`config.mk`:
```
export PLATFORM = sky130hd
export DESIGN_NAME = gpmc_wb_master
export DESIGN_NICKNAME = d
export VERILOG_FILES = /design/src/rtl/gpmc_wb_pkg.sv /design/src/rtl/gpmc_strobe_sync.sv /design/src/rtl/gpmc_wb_master.sv
export SDC_FILE = /design/constraint.sdc
export NUM_CORES = 1
export LEC_CHECK = 0
export BUFFER_PORTS_ARGS = -buffer_cell sky130_fd_sc_hd__buf_2
export CAP_MARGIN = 10
export CORE_MARGIN = 4
export CORE_UTILIZATION = 40
export CTS_CLUSTER_SIZE = 28
export DETAILED_ROUTE_END_ITERATION = 12
export PLACE_DENSITY_LB_ADDON = 0.12
export SYNTH_ARGS = -nofsm -noshare
export SYNTH_HDL_FRONTEND = slang
export SYNTH_SLANG_ARGS = --single-unit
```
`constraint.sdc`:
```
create_clock -name clk -period 2.85 [get_ports clk]
set_input_delay 0 -clock clk [delete_from_list [all_inputs] [get_ports clk]]
set_output_delay 0 -clock clk [all_outputs]
set_load 0.03 [all_outputs]
```
`src/rtl/gpmc_wb_pkg.sv`:
```
// Shared types and constants for the GPMC-to-Wishbone bridge.
// Reserved offsets are counted down from the top of the GPMC window.
package gpmc_wb_pkg;

    typedef enum logic [1:0] {
        ST_IDLE,
        ST_ADDR,
        ST_WB,
        ST_HOLD
    } state_e;

    localparam int unsigned PAGE_FROM_TOP   = 0;
    localparam int unsigned STATUS_FROM_TOP = 1;

    localparam int STATUS_W       = 3;
    localparam int ST_ERR_BIT     = 0;
    localparam int ST_TIMEOUT_BIT = 1;
    localparam int ST_OVERRUN_BIT = 2;

endpackage

```
`src/rtl/gpmc_strobe_sync.sv`:
```
// Multi-flop synchroniser for one asynchronous strobe, with single-cycle
// rise/fall pulses derived from the synchronised level.
module gpmc_strobe_sync #(
    parameter int   SYNC_STAGES = 2,
    parameter logic RESET_VAL   = 1'b1
) (
    input  logic clk,
    input  logic reset,
    input  logic strobe_i,
    output logic sync_o,
    output logic rise_o,
    output logic fall_o
);

    // The extra top stage holds the previous synchronised value for edge detection.
    logic [SYNC_STAGES:0] sync_q;
    logic [SYNC_STAGES:0] sync_d;

    always_comb begin
        sync_d = {sync_q[SYNC_STAGES-1:0], strobe_i};
    end

    always_ff @(posedge clk) begin
        if (reset) begin
            sync_q <= {(SYNC_STAGES+1){RESET_VAL}};
        end else begin
            sync_q <= sync_d;
        end
    end

    assign sync_o = sync_q[SYNC_STAGES-1];
    assign rise_o =  sync_q[SYNC_STAGES-1] & ~sync_q[SYNC_STAGES];
    assign fall_o = ~sync_q[SYNC_STAGES-1] &  sync_q[SYNC_STAGES];

endmodule

```
`src/rtl/gpmc_wb_master.sv`:
```
// GPMC (async, multiplexed) to Wishbone classic single-cycle master with a
// page register, sticky status flags and a slave-timeout abort.
module gpmc_wb_master
    import gpmc_wb_pkg::*;
#(
    parameter int                GPMC_AW     = 16,
    parameter int                DW          = 16,
    parameter int                WB_AW       = 32,
    parameter logic [WB_AW-1:0]  WB_BASE     = 32'h4000_0000,
    parameter int                SYNC_STAGES = 2,
    parameter int                TIMEOUT     = 255,
    parameter logic [DW-1:0]     ERR_DATA    = 16'hDEAD
) (
    input  logic                 clk,
    input  logic                 reset,
    input  logic [DW-1:0]        gpmc_ad_i,
    output logic [DW-1:0]        gpmc_ad_o,
    output logic                 gpmc_ad_oe,
    input  logic                 gpmc_advn,
    input  logic                 gpmc_csn,
    input  logic                 gpmc_wein,
    input  logic                 gpmc_oen,
    output logic [WB_AW-1:0]     wbm_adr,
    output logic [DW-1:0]        wbm_dat_w,
    input  logic [DW-1:0]        wbm_dat_r,
    output logic [DW/8-1:0]      wbm_sel,
    output logic                 wbm_we,
    output logic                 wbm_stb,
    output logic                 wbm_cyc,
    input  logic                 wbm_ack,
    input  logic                 wbm_err,
    output logic                 busy,
    output logic [STATUS_W-1:0]  status
);

    localparam logic [GPMC_AW-1:0] PAGE_OFF   = {GPMC_AW{1'b1}} - GPMC_AW'(PAGE_FROM_TOP);
    localparam logic [GPMC_AW-1:0] STATUS_OFF = {GPMC_AW{1'b1}} - GPMC_AW'(STATUS_FROM_TOP);

    logic advn_sync, advn_rise, advn_fall;
    logic csn_sync,  csn_rise,  csn_fall;
    logic wein_sync, wein_rise, wein_fall;
    logic oen_sync,  oen_rise,  oen_fall;
    logic unused_edges;

    gpmc_strobe_sync #(.SYNC_STAGES(SYNC_STAGES), .RESET_VAL(1'b1)) u_sync_advn (
        .clk(clk), .reset(reset), .strobe_i(gpmc_advn),
        .sync_o(advn_sync), .rise_o(advn_rise), .fall_o(advn_fall)
    );
    gpmc_strobe_sync #(.SYNC_STAGES(SYNC_STAGES), .RESET_VAL(1'b1)) u_sync_csn (
        .clk(clk), .reset(reset), .strobe_i(gpmc_csn),
        .sync_o(csn_sync), .rise_o(csn_rise), .fall_o(csn_fall)
    );
    gpmc_strobe_sync #(.SYNC_STAGES(SYNC_STAGES), .RESET_VAL(1'b1)) u_sync_wein (
        .clk(clk), .reset(reset), .strobe_i(gpmc_wein),
        .sync_o(wein_sync), .rise_o(wein_rise), .fall_o(wein_fall)
    );
    gpmc_strobe_sync #(.SYNC_STAGES(SYNC_STAGES), .RESET_VAL(1'b1)) u_sync_oen (
        .clk(clk), .reset(reset), .strobe_i(gpmc_oen),
        .sync_o(oen_sync), .rise_o(oen_rise), .fall_o(oen_fall)
    );

    assign unused_edges = ^{advn_sync, advn_fall, csn_rise, csn_fall, wein_rise, oen_rise};

    state_e               state_q,  state_d;
    logic [GPMC_AW-1:0]   addr_q,   addr_d;
    logic [DW-1:0]        page_q,   page_d;
    logic [STATUS_W-1:0]  status_q, status_d;
    logic [DW-1:0]        dat_w_q,  dat_w_d;
    logic [DW-1:0]        ad_o_q,   ad_o_d;
    logic                 we_q,     we_d;
    logic [15:0]          tmo_q,    tmo_d;

    logic addr_edge;
    logic tmo_hit;

    assign addr_edge = advn_rise & ~csn_sync;
    assign tmo_hit   = (tmo_q == 16'(TIMEOUT));

    always_ff @(posedge clk) begin
        if (reset) begin
            state_q  <= ST_IDLE;
            addr_q   <= '0;
            page_q   <= '0;
            status_q <= '0;
            dat_w_q  <= '0;
            ad_o_q   <= '0;
            we_q     <= 1'b0;
            tmo_q    <= '0;
        end else begin
            state_q  <= state_d;
            addr_q   <= addr_d;
            page_q   <= page_d;
            status_q <= status_d;
            dat_w_q  <= dat_w_d;
            ad_o_q   <= ad_o_d;
            we_q     <= we_d;
            tmo_q    <= tmo_d;
        end
    end

    always_comb begin
        state_d  = state_q;
        addr_d   = addr_q;
        page_d   = page_q;
        status_d = status_q;
        dat_w_d  = dat_w_q;
        ad_o_d   = ad_o_q;
        we_d     = we_q;
        tmo_d    = tmo_q;

        // A new address phase while a transfer is still in flight is dropped.
        if ((state_q == ST_WB || state_q == ST_HOLD) && addr_edge) begin
            status_d[ST_OVERRUN_BIT] = 1'b1;
        end

        case (state_q)
            ST_IDLE: begin
                if (addr_edge) begin
                    addr_d  = gpmc_ad_i[GPMC_AW-1:0];
                    state_d = ST_ADDR;
                end
            end

            ST_ADDR: begin
                if (csn_sync) begin
                    state_d = ST_IDLE;
                end else if (advn_rise) begin
                    addr_d = gpmc_ad_i[GPMC_AW-1:0];
                end else if (wein_fall) begin
                    we_d    = 1'b1;
                    dat_w_d = gpmc_ad_i;
                    if (addr_q == PAGE_OFF) begin
                        page_d  = gpmc_ad_i;
                        state_d = ST_HOLD;
                    end else if (addr_q == STATUS_OFF) begin
                        status_d = status_q & ~gpmc_ad_i[STATUS_W-1:0];
                        state_d  = ST_HOLD;
                    end else begin
                        tmo_d   = '0;
                        state_d = ST_WB;
                    end
                end else if (oen_fall) begin
                    we_d = 1'b0;
                    if (addr_q == PAGE_OFF) begin
                        ad_o_d  = page_q;
                        state_d = ST_HOLD;
                    end else if (addr_q == STATUS_OFF) begin
                        ad_o_d  = DW'(status_q);
                        state_d = ST_HOLD;
                    end else begin
                        tmo_d   = '0;
                        state_d = ST_WB;
                    end
                end
            end

            ST_WB: begin
                tmo_d = tmo_q + 16'd1;
                // Error wins over a simultaneous ack; the timeout only fires when neither arrived.
                if (wbm_err || wbm_ack || tmo_hit) begin
                    if (wbm_err) begin
                        status_d[ST_ERR_BIT] = 1'b1;
                    end else if (!wbm_ack) begin
                        status_d[ST_TIMEOUT_BIT] = 1'b1;
                    end
                    if (csn_sync) begin
                        state_d = ST_IDLE;
                    end else begin
                        state_d = ST_HOLD;
                        if (!we_q) begin
                            ad_o_d = (wbm_ack && !wbm_err) ? wbm_dat_r : ERR_DATA;
                        end
                    end
                end
            end

            ST_HOLD: begin
                if (csn_sync || (we_q ? wein_sync : oen_sync)) begin
                    state_d = ST_IDLE;
                end
            end

            default: state_d = ST_IDLE;
        endcase
    end

    assign wbm_cyc   = (state_q == ST_WB);
    assign wbm_stb   = wbm_cyc;
    assign busy      = wbm_cyc;
    assign wbm_we    = we_q;
    assign wbm_sel   = '1;
    assign wbm_dat_w = dat_w_q;
    assign wbm_adr   = WB_BASE + WB_AW'({page_q, addr_q});
    assign gpmc_ad_o = ad_o_q;
    assign status    = status_q;

    // Raw strobes let the host turn the bus around without synchroniser delay.
    assign gpmc_ad_oe = (state_q == ST_HOLD) & ~we_q & ~gpmc_oen & ~gpmc_csn;

endmodule

```
==> impl_metrics.tcl <==
set metrics [dict create \
    cts_setup_buffers 0 \
    dpl_worst_slack_ns 0.432 \
    cp_top_family "simple AND/OR/NAND/NOR gates" \
    synth-seq-cells 97 \
    fp.coreArea_mm2 0.0104 \
    io_buffers 111 \
    crit_slowest_cell "nor3_2" \
    rsz0062_at_grt "false" \
    fin_area_mm2 0.00529 \
    finalSetupTns_ns 0 \
    ys_types 57 \
    postSynthCellCount 519 \
    cts-resized-gates 0 \
    powerDensity_mw_per_mm2 458 \
    grt_pass1_wl_mm 20.4 \
    ir_worst_vdd_mv 0.225 \
    cts_buffer_depth 2 \
    drc 0 \
    netlist_area_mm2 0.00431 \
    hold_path_end "gpmc_ad_o[0]" \
    use_met1_pct 28.0 \
    clock_skew_ns 0.00999 \
    fin_crit_ns 2.43 \
    max_slew.worst_pin.slew_ns 0.981 \
    synthFlopType "dfxtp_1" \
    min_from "wbm_dat_r[0]" \
    cp-start-kind "flop" \
    cp_data_required_time_ns 3.05 \
    clock.fmax_ghz 0.412 \
    num_io_pins 114 \
    hold_path_class "input port to flop" \
    finalWeightedCongestion 0.904 \
    endpoint_kind "flop" \
    vias_per_cell 5.36 \
    use_met3_pct 4.35 \
    start_util_pct 41.4 \
    hpwl_mm 8.82 \
    cts_max_level 3 \
    grt_max_degree 47 \
    dr.pass1.iters 4 \
    max_cap_violations 0 \
    hold_viol 0 \
    clkTransAtPathRegs_ns 0.10 \
    path_cells "and4_1, nand4_2, o41a_1, nor3_2, a311oi_1" \
    avgSynthCellArea_um2 8.30 \
    grt_usage_pct 19.8 \
    grt_most_used_layer "met2" \
    path_class "flop to flop" \
    ant_nets 0 \
    slew_headroom_pct 34.6 \
    die_w_um 112 \
    num-nets-final 665 \
    critPathBufInv 0 \
    areaGrowthSynthToFinish_pct 22.8 \
    die_y_um 112 \
    r2r-end "gpmc_ad_o[9]" \
    finalMaxSlewViolations 0 \
    outcome "complete, no violations" \
    synth_async_sr_flop_share_pct 0 \
    leakagePower_nw 2.02 \
    numCtsBuffers 9 \
    power_w 0.00242 \
    use_met2_pct 29.9 \
    routed_wirelength_mm 12.4 \
    critPathMaxStageDelay_ns 0.80 \
    placed_area_mm2 0.00482 \
    r2r_cells 5 \
    die_area_mm2 0.0125 \
    holdPathStages 3 \
    yosysWarningCount 0 \
    rrSetupSlack_ns 0.42 \
    cts.sinks 97 \
    regToRegStartpoint "addr_q[1]" \
    whs_ns 0.0122 \
    antenna_found_initial 0 \
    routedWlPerCell_um 16.2 \
    cts-root-buf "clkbuf_8" \
    rows 37 \
    synth_edf_count 0 \
    critPathArrivalTime_ns 2.62 \
    ys_seq_area_share_pct 45.1 \
    grt_overflow 0 \
    drtIter0Drc 264 \
    cp_max_fo 16 \
    vias 4097 \
    fin_crit_sh_pct 85.1 \
    setup_viol 0 \
    first_global_vias 3888 \
    fin_ws_ns 0.424 \
    clock_latency_ns 0.36 \
    antenna_cells 0 \
    cts_tree "done" \
    drive_gt1_share_pct 25.3 \
]
area by class of cell:
type	instances	area (µm²)
inverters	6	22.5
clock buffers	11	141
clock inverters	5	62.6
fillers	1018	5130
repair buffers	147	891
multi-input cells	363	2060
flip-flops and latches	97	1940
well taps	136	170
placed cells by master (no fill, tap or decap), types with 6 or more instances in the layout:
| master | count |
|---|---|
| or3_1 | 6 |
| nor3_1 | 8 |
| or2_2 | 11 |
| dfxtp_1 | 97 |
| nor2_1 | 6 |
| a21oi_1 | 80 |
| or4_1 | 6 |
| buf_2 | 111 |
| nand2b_1 | 9 |
| nand4_1 | 19 |
| nand3_1 | 10 |
| o21ai_0 | 16 |
| nand2_1 | 107 |
| buf_4 | 10 |
| a311oi_1 | 16 |
| and4_1 | 8 |
| dlygate4sd3_1 | 26 |
| clkbuf_8 | 10 |
Yosys cell counts, types with 2 or more instances:
library cell	count	area share (%)
a2111oi_0	2	0.41
a21o_1	2	0.35
a21oi_1	80	9.3
a22oi_1	2	0.35
a311oi_1	16	3.3
a31oi_1	5	0.73
and2_1	2	0.29
and3_1	5	0.73
and4_1	8	1.6
buf_2	4	0.46
buf_4	19	3.3
clkbuf_1	28	2.4
dfxtp_1	97	45
inv_1	5	0.44
mux2_2	2	0.52
mux2i_1	2	0.46
nand2_1	107	9.3
nand2b_1	9	1.3
nand3_1	10	1.2
nand4_1	19	2.8
nor2_1	6	0.52
nor2b_1	4	0.58
nor3_1	8	0.93
nor3_2	2	0.46
nor4_1	3	0.44
o21ai_0	16	1.9
o31ai_1	5	0.87
o32ai_1	2	0.41
or2_2	11	1.6
or3_1	6	0.87
or4_1	6	1.0
registers in the layout (all words and copies together) (netlist names):
register	cells
u_sync_csn.sync_q	2
addr_q	16
u_sync_advn.sync_q	3
status	3
wbm_dat_w	16
page_q	16
tmo_q	16
wbm_we	1
gpmc_ad_o	16
state_q	2
u_sync_wein.sync_q	3
u_sync_oen.sync_q	3
metrics by stage:
step | instances | utilization (%)
2_1_floorplan | 520 | -
3_3_place_gp | 723 | 46.3
3_5_place_dp | 723 | 46.3
4_1_cts | 765 | 50.8
5_1_grt | 765 | 50.8
6_report | 765 | 50.8
cell families (layout without fill, tap and decap cells):
logic type	after synthesis	in the layout	synth area share, %
AO/OA/AOI/OAI	142	142	20.6
AND/OR/NAND/NOR	211	211	25.2
adder cells (fa/ha/maj)	2	2	0.523
buffers and inverters	60	169	7.20
other	1	2	0.0870
XOR/XNOR	2	2	0.407
multiplexers	4	4	0.987
flip-flops	97	97	45.1
what timing repair did:
action,4_1_cts,5_1_grt
endpoints found under the setup margin,0,0
hold endpoints to repair,58,0
hold buffers,26,0
layer usage:
metal | routed length (µm) | vias up
met5 | 0 | -
met4 | 137 | 0
met3 | 870 | 11
met2 | 5530 | 129
met1 | 5840 | 1899
li1 | - | 2058
power breakdown:
part	internal (W)	switching [W]	total, W	leakage [nW]
clock network	0.000435	0.000487	0.000922	0.0962
logic	0.0000585	0.0000735	0.000132	1.14
registers	0.00136	0.00000631	0.00137	0.783
how the worst max path moves through the flow:
stage,from,endpoint,slack (ns),depth (start not counted)
floorplan,addr_q[8],gpmc_ad_o[10],0.67,6
global route,state_q[0],gpmc_ad_o[5],0.13,6
global placement,addr_q[2],gpmc_ad_o[9],0.53,5
CTS,addr_q[10],gpmc_ad_o[9],0.42,5
finish,addr_q[1],gpmc_ad_o[9],0.42,5
detailed placement,addr_q[1],gpmc_ad_o[9],0.43,5
tightest hold or removal path, delay by kind of cell:
kind / cells / cell delay, ns
buffers and inverters: 1 / 0.08
and+or+nand+nor: 1 / 0.04
AOI/OAI and AO/OA: 1 / 0.20
Power figures use the tool's default switching activity.
